### src/rtl/capture_ctrl.sv
// capture_ctrl: arm/trigger/post-count sequencer for a logic-analyser capture
// buffer. It latches the trigger configuration on arm and streams the
// (one-cycle delayed) probe into a circular buffer. On a trigger hit it
// records the trigger address and then writes exactly cfg_post more samples
// before stopping in DONE.
//
// Ports:
//   clk, rst_n          single clock, asynchronous active-low reset
//   arm, abort          start / cancel pulses (abort wins)
//   cfg_value/mask/mode trigger configuration, latched on an accepted arm
//   cfg_post            post-trigger sample count, latched on an accepted arm
//   probe_data          live probe bus
//   trigger_hit         registered hit; it refers to the sample in wr_data
//   trig_value/mask/mode latched configuration driving the trigger unit
//   wr_en/wr_addr/wr_data buffer write port
//   trig_addr           buffer address of the trigger sample
//   wrapped             pre-trigger history has filled the buffer
//   busy, done          state decodes (ARMED|CAPTURE, DONE)
module capture_ctrl #(
  parameter  int PROBE_W = 8,
  parameter  int DEPTH   = 16,
  localparam int ADDR_W  = $clog2(DEPTH)
) (
  input  logic               clk,
  input  logic               rst_n,
  input  logic               arm,
  input  logic               abort,
  input  logic [PROBE_W-1:0] cfg_value,
  input  logic [PROBE_W-1:0] cfg_mask,
  input  logic [1:0]         cfg_mode,
  input  logic [ADDR_W-1:0]  cfg_post,
  input  logic [PROBE_W-1:0] probe_data,
  input  logic               trigger_hit,
  output logic [PROBE_W-1:0] trig_value,
  output logic [PROBE_W-1:0] trig_mask,
  output logic [1:0]         trig_mode,
  output logic               wr_en,
  output logic [ADDR_W-1:0]  wr_addr,
  output logic [PROBE_W-1:0] wr_data,
  output logic [ADDR_W-1:0]  trig_addr,
  output logic               wrapped,
  output logic               busy,
  output logic               done
);

  localparam logic [1:0] S_IDLE    = 2'd0;
  localparam logic [1:0] S_ARMED   = 2'd1;
  localparam logic [1:0] S_CAPTURE = 2'd2;
  localparam logic [1:0] S_DONE    = 2'd3;

  logic [1:0]         state_q, state_d;
  logic [PROBE_W-1:0] probe_q, probe_d;
  logic [PROBE_W-1:0] value_q, value_d;
  logic [PROBE_W-1:0] mask_q, mask_d;
  logic [1:0]         mode_q, mode_d;
  logic [ADDR_W-1:0]  post_q, post_d;
  logic [ADDR_W-1:0]  waddr_q, waddr_d;
  logic [ADDR_W-1:0]  taddr_q, taddr_d;
  logic [ADDR_W-1:0]  remain_q, remain_d;
  logic               wrapped_q, wrapped_d;
  logic               holdoff_q, holdoff_d;
  logic               writing;
  logic               hit;

  always_comb begin
    probe_d   = probe_data;
    state_d   = state_q;
    value_d   = value_q;
    mask_d    = mask_q;
    mode_d    = mode_q;
    post_d    = post_q;
    waddr_d   = waddr_q;
    taddr_d   = taddr_q;
    remain_d  = remain_q;
    wrapped_d = wrapped_q;
    // holdoff_q is high only for the first ARMED cycle: the hit seen then
    // was computed against the configuration in force before the arm.
    holdoff_d = 1'b0;

    writing = (state_q == S_ARMED) || (state_q == S_CAPTURE);
    hit     = (state_q == S_ARMED) && trigger_hit && !holdoff_q;

    // The write happens whenever we are streaming, even on an abort cycle.
    if (writing) begin
      waddr_d = waddr_q + ADDR_W'(1);
      if ((state_q == S_ARMED) && (&waddr_q)) wrapped_d = 1'b1;
    end

    if (abort) begin
      state_d = S_IDLE;
    end else begin
      case (state_q)
        S_IDLE, S_DONE: begin
          if (arm) begin
            value_d   = cfg_value;
            mask_d    = cfg_mask;
            mode_d    = cfg_mode;
            post_d    = cfg_post;
            waddr_d   = '0;
            taddr_d   = '0;
            wrapped_d = 1'b0;
            holdoff_d = 1'b1;
            state_d   = S_ARMED;
          end
        end
        S_ARMED: begin
          if (hit) begin
            // trigger sample is the one being written this cycle
            taddr_d  = waddr_q;
            remain_d = post_q;
            state_d  = (post_q == '0) ? S_DONE : S_CAPTURE;
          end
        end
        S_CAPTURE: begin
          remain_d = remain_q - ADDR_W'(1);
          if (remain_q == ADDR_W'(1)) state_d = S_DONE;
        end
        default: state_d = S_IDLE;
      endcase
    end
  end

  always_ff @(posedge clk or negedge rst_n) begin
    if (!rst_n) begin
      state_q   <= S_IDLE;
      probe_q   <= '0;
      value_q   <= '0;
      mask_q    <= '0;
      mode_q    <= '0;
      post_q    <= '0;
      waddr_q   <= '0;
      taddr_q   <= '0;
      remain_q  <= '0;
      wrapped_q <= 1'b0;
      holdoff_q <= 1'b0;
    end else begin
      state_q   <= state_d;
      probe_q   <= probe_d;
      value_q   <= value_d;
      mask_q    <= mask_d;
      mode_q    <= mode_d;
      post_q    <= post_d;
      waddr_q   <= waddr_d;
      taddr_q   <= taddr_d;
      remain_q  <= remain_d;
      wrapped_q <= wrapped_d;
      holdoff_q <= holdoff_d;
    end
  end

  assign trig_value = value_q;
  assign trig_mask  = mask_q;
  assign trig_mode  = mode_q;
  assign wr_en      = (state_q == S_ARMED) || (state_q == S_CAPTURE);
  assign wr_addr    = waddr_q;
  assign wr_data    = probe_q;
  assign trig_addr  = taddr_q;
  assign wrapped    = wrapped_q;
  assign busy       = (state_q == S_ARMED) || (state_q == S_CAPTURE);
  assign done       = (state_q == S_DONE);

endmodule
### config.mk
export PLATFORM = sky130hd
export DESIGN_NAME = capture_ctrl
export DESIGN_NICKNAME = d
export VERILOG_FILES = /design/src/rtl/capture_ctrl.sv
export SDC_FILE = /design/constraint.sdc
export NUM_CORES = 1
export LEC_CHECK = 0
export ABC_AREA = 1
export BUFFER_PORTS_ARGS = -buffer_cell sky130_fd_sc_hd__buf_2
export CAP_MARGIN = 20
export CORE_ASPECT_RATIO = 1.25
export CORE_MARGIN = 2
export CORE_UTILIZATION = 34
export DETAILED_ROUTE_END_ITERATION = 10
export SLEW_MARGIN = 5
export SYNTH_ARGS = -nofsm -noshare
export SYNTH_HDL_FRONTEND = slang
export SYNTH_SLANG_ARGS = --single-unit
### constraint.sdc
create_clock -name clk -period 2.4 [get_ports clk]
set_clock_uncertainty 0.15 [all_clocks]
set_input_delay 0.48 -clock clk [delete_from_list [all_inputs] [get_ports clk]]
set_output_delay 0.48 -clock clk [all_outputs]
set_load 0.1 [all_outputs]
==> results of run 1 <==
cell usage after synthesis:
library cell  count  area share, %
a21oi_1           2           0.51
a21oi_2           2           0.89
a31oi_1           1           0.32
buf_2             2           0.51
buf_4             2           0.76
buf_6             3            1.7
dfrtp_1          46             58
ha_1              6            3.8
inv_1            13            2.5
inv_4             2           0.63
nand2_1          97             18
nand2_2           1           0.32
nand3_1          14            3.6
nand3_4           1           0.89
nand4_1           3           0.95
nor2_1           10            1.9
nor2_4            1           0.57
o21a_1            1           0.38
o21ai_0           7            1.8
o21ai_1           3           0.76
o21ai_2           1           0.44
routing by layer:
metal | GRT usage, % | share of wire (%) | vias up
met5 | 0 | 0 | -
met4 | 5.15 | 1.5 | 0
met3 | 3.27 | 5.7 | 5
met2 | 22.2 | 48 | 49
met1 | 17.1 | 44 | 731
li1 | - | - | 824
timing repair:
action                                  in CTS  in global routing
endpoints found under the hold margin        0                  0
pin swaps                                    0                  0
endpoints found under the setup margin       2                  2
gates resized for setup                      0                  4
buffers inserted                             0                  0
final cells by class:
class	instances	area, um^2
Clock buffer	5	68.8
Multi-Input combinational cell	150	701
Timing Repair Buffer	73	373
Clock inverter	3	40.0
Fill cell	589	3220
Inverter	15	61.3
Tap cell	66	82.6
Sequential cell	46	1150
metrics by stage:
stage	utilization [%]	hold slack (ns)	worst slack (ns)	TNS (ns)
after detailed placement	41.5	0.310	0.314	0
after CTS	43.4	0.121	-0.0164	-0.0313
final	43.4	0.109	0.143	0
after global placement	41.5	0.309	0.345	0
after floorplan	-	0.0344	0.300	0
after global routing	43.4	0.112	0.0291	0
cells by family after synthesis:
kind of cell	Yosys count	share of synthesized area (%)
and+or+nand+nor	127	26.7
AOI/OAI and AO/OA	17	5.08
buffers and inverters	22	6.09
adders and majority gates	6	3.81
DFF	46	58.4
worst paths after layout:
check | slack (ns) | cells past startpoint | end | start
worst max-delay path | 0.14 | 4 | busy | state_q[0]$_DFFE_PN0P_
worst min-delay path | 0.11 | 2 | trig_mask[0]$_DFFE_PN0P_ | rst_n
worst max register to register | 0.51 | 6 | post_q[2]$_DFFE_PN0P_ | state_q[0]$_DFFE_PN0P_
worst min register to register | 0.33 | 2 | trig_value[1]$_DFFE_PN0P_ | trig_value[1]$_DFFE_PN0P_
max in group asynchronous | 1.59 | 2 | state_q[1]$_DFFE_PN0P_ | rst_n
min in group clk | 0.13 | 1 | wr_data[3]$_DFF_PN0_ | probe_data[3]
state kept, by name (all words and copies together), names as in the netlist, 2 cells and up:
| name | count |
|---|---|
| trig_addr | 4 |
| trig_value | 8 |
| trig_mask | 8 |
| trig_mode | 2 |
| wr_data | 8 |
| post_q | 4 |
| state_q | 2 |
| wr_addr | 4 |
| remain_q | 4 |
critical path, delay by kind of cell (launching register included):
| kind | cells | cell delay (ns) |
|---|---|---|
| fa+ha+maj | 1 | 0.41 |
| buf+inv | 3 | 0.55 |
| flops | 1 | 0.38 |
==> summary.md, run 1 <==
| Metric | Value |
|---|---|
| Initial Utilization | 34.6% |
| Tcrit/Tclk final | 94.0% |
| Num Clock Sinks | 46 |
| Post-Synthesis Cells | 218 |
| Critical-path top delay cell | ha_1 |
| DR iter-0 viols | 92 |
| Critical Path Max Stage Delay | 0.41 ns |
| Cells along the critical path | inv_1 -> ha_1 -> inv_4 -> buf_4 |
| Unrepaired setup endpoints after global routing | no |
| CTS Root Cell | clkbuf_8 |
| Leading cell type in the layout, fill and taps excluded | nand2_1 |
| Kind of critical path | flop to primary output |
| Critical path endpoint category | primary output |
| Post-Route WL | 4080 um |
| Mapped Nets | 259 |
| Fin crit period | 2.26 ns |
| Crit path max fanout | 9 |
| Antenna-violating nets left | 0 |
| H-tree lvl count | 2 |
| Drt first pass iters | 4 |
| Cell Count, Final, Fillers Out | 358 |
| Worst slew pin tran | 0.580 ns |
| Congestion Overflow GR | 0 |
| #FFs+latches synth | 46 |
| Total global-route track usage | 13.4% |
| Die Height | 89.1 um |
| Seq/Total Area, Yosys | 58.4% |
| Yosys warns | 0 |
| Placed Instance Area | 2360 um^2 |
| Most frequent cells in the layout | nand2_1 (97), buf_2 (70), dfrtp_1 (46), nand3_1 (14), inv_1 (13) |
| Vias in the first global route | 1486 |
| Cts bufs inserted | 5 |
| Hold Crit Class | input port to async pin |
| Area grow syn2layout | 25.6% |
| Worst-Skew Late Latency | 0.29 ns |
| CTS Hold Buffers Added | 0 |
| Drt drc | 0 |
| Initial antenna violation count | 0 |
| Final Instance Area | 2480 um^2 |
| Vias per cell | 4.49 |
| Avg Cell Area, Syn | 9.05 um^2 |
| TritonCTS clock tree | yes |
| # IOs | 73 |
| CTS clk-pin slew, worst paths | 0.09 ns |
| Chip width | 72.1 um |
| First-pass GRT wire length | 6710 um |
| IO buf count | 72 |
| Fin. max-slew vios | 0 |
| Netlist cell types | 21 |
| Num rows | 31 |
| Pin count of the biggest net entering global routing | 47 |
| CTS Buffer Depth | 2 |
| Synthesized cell area | 1970 um^2 |
| HPWL after DPL | 2800 um |
| Gpl congestion | 0.740 |
| Worst slew margin | 61.3% |
| Critical Path AT | 1.63 ns |
| Inst Count DP | 350 |
| Final net count | 332 |
| # Max-Cap Violations | 0 |
| Total number of vias | 1609 |
| Status | finished, final reports clean |
| WL/cell | 11.4 um |
| Fmax achieved | 0.443 GHz |
| Hold Vio Cnt, Final | 0 |
| Die area | 6430 um^2 |
| Core ar. | 5700 um^2 |
| Ant diodes | 0 |
| CP Data Required Time | 1.77 ns |
| Share of post-route cells with drive strength above 1 | 30.5% |
| Final setup viols | 0 |
| Startpoint Class | flop |
Power of run 1 is not shown: default switching activity piles up to over one toggle a cycle in this logic, so the estimate is an artifact.
==> run 2: changes to the inputs <==
CTS_BUF_LIST = sky130_fd_sc_hd__clkbuf_8   (was not set)
RECOVER_POWER = 50   (was not set)
==> summary.md, run 2 (synthesized netlist as in run 1, its figures left out) <==
| Metric | Value |
|---|---|
| Status | finished, final reports clean |
| Cells along the critical path | inv_1 -> ha_1 -> inv_4 -> buf_4 |
| Hold Slack | 0.132 ns (+0.0228 ns) |
| Num rows | 31 (unchanged) |
| Ant diodes | 0 (unchanged) |
| Reg2reg path depth | 6 (unchanged) |
| Kind of critical path | flop to primary output |
| Cts bufs inserted | 5 (unchanged) |
| Vias in the first global route | 1486 (unchanged) |
| H-tree lvl count | 2 (unchanged) |
| Fin. max-slew vios | 0 (unchanged) |
| Hold Vio Cnt, Final | 0 (unchanged) |
| HPWL after DPL | 2800 um (unchanged) |
| Most frequent cells in the layout | nand2_1 (97), buf_2 (61), dfrtp_1 (46), nand3_1 (14), inv_1 (13) |
| CTS Hold Buffers Added | 0 (unchanged) |
| Worst hold endpoint | wr_data[3]$_DFF_PN0_ |
| Unrepaired setup endpoints after global routing | no |
| Post-CTS Repair Setup Buffers | 0 (unchanged) |
| Die area | 6430 um^2 (unchanged) |
| CTS Buffer Depth | 2 (unchanged) |
| Initial antenna violation count | 0 (unchanged) |
| Die Height | 89.1 um (unchanged) |
| Reg2reg end | post_q[2]$_DFFE_PN0P_ |
| Startpoint Class | flop |
| Area grow syn2layout | 24.9% |
| Leading cell type in the layout, fill and taps excluded | nand2_1 |
| Hold Crit Class | input port to flop |
| Congestion Overflow GR | 0 (unchanged) |
| Post-Route WL | 4090 um (+0.17%) |
| Total global-route track usage | 13.4% (unchanged) |
| CTS clk-pin slew, worst paths | 0.09 ns (about the same) |
| PostCTS Resize Cnt | 0 (unchanged) |
| Critical Path Max Stage Delay | 0.41 ns (about the same) |
| Drt first pass iters | 4 (unchanged) |
| Vias per cell | 4.50 (+0.12%) |
| Worst r2r src | state_q[0]$_DFFE_PN0P_ |
| CP Launch Point | state_q[0]$_DFFE_PN0P_ |
| Tcrit/Tclk final | 94.1% (about the same) |
| CTS Root Cell | clkbuf_8 |
| Worst slew pin tran | 1.17 ns (+0.595 ns) |
| WL/cell | 11.4 um (+0.17%) |
| Final core utilization | 43.2% (-0.24 points) |
| WP buf/inv | 3 (unchanged) |
| Pin count of the biggest net entering global routing | 47 (unchanged) |
| Fin crit period | 2.26 ns (+0.000634 ns) |
| Worst slew margin | 22.0% (-39 points) |
| IO buf count | 72 (unchanged) |
| Share of post-route cells with drive strength above 1 | 27.4% (-3.1 points) |
| Fmax achieved | 0.443 GHz (about the same) |
| # IOs | 73 (unchanged) |
| Filler cells | 591 (+0.34%) |
| Hold_sp | probe_data[3] |
| # Max-Cap Violations | 0 (unchanged) |
| First-pass GRT wire length | 6710 um (unchanged) |
| Critical path endpoint category | primary output |
| WHS Path Cells | 1 |
| Chip width | 72.1 um (unchanged) |
| CP Data Required Time | 1.77 ns (about the same) |
| DR iter-0 viols | 90 (-2.2%) |
| Gpl congestion | 0.740 (unchanged) |
| Antenna-violating nets left | 0 (unchanged) |
| Total number of vias | 1611 (+0.12%) |
| Core ar. | 5700 um^2 (unchanged) |
| Critical path's top delay family | buffers and inverters |
| Num Clock Sinks | 46 (unchanged) |
| Initial Utilization | 34.6% (unchanged) |
| R2r setup slk | 0.50 ns (about the same) |
| Worst-Skew Late Latency | 0.29 ns (about the same) |
| Final setup viols | 0 (unchanged) |
| Final net count | 332 (unchanged) |
| Crit path max fanout | 9 (unchanged) |
| Drt drc | 0 (unchanged) |
| TritonCTS clock tree | yes |
| Critical-path top delay cell | ha_1 |
| Critical Path AT | 1.63 ns (about the same) |
## run 2: changes by cell type in the layout (fill, tap and decap cells not counted), sizes merged
| cell | previous run | this run |
|---|---|---|
| clkbuf | 5 | 15 |
| buf | 73 | 63 |
## run 2: final cells by class
type	count	area, um^2	area share, %
clock inverter	3	40.0	1.63
clock buffer	5	68.8	2.79
multi-input combinational	150	701	28.4
tap	66	82.6	3.35
sequential	46	1150	46.7
inverter	15	61.3	2.49
timing repair buffer	73	359	14.6
## run 2: through the flow
step                      instance area, um^2  setup WS (ns)  setup TNS (ns)  cells
after global placement                   2360          0.345               0    350
after global routing                     2460         0.0291               0    358
after floorplan                          1970          0.300               0    218
final                                    2460          0.142               0    358
after detailed placement                 2360          0.314               0    350
after CTS                                2470        -0.0164         -0.0313    358
## run 2: worst max path at each step
stage	endpoint	slack, ns	cells after the start
floorplan	wr_en	0.30	4
global placement	busy	0.34	4
detailed placement	busy	0.31	4
CTS	busy	-0.02	4
global route	wr_en	0.03	4
finish	busy	0.14	4
## run 2: routing by layer
metal	global-route usage [%]	share of wire, %
met2	22.2	48
met3	3.27	5.8
met5	0	0
met1	17.1	44
met4	5.15	1.5
Power of run 2 is left out for the same reason.
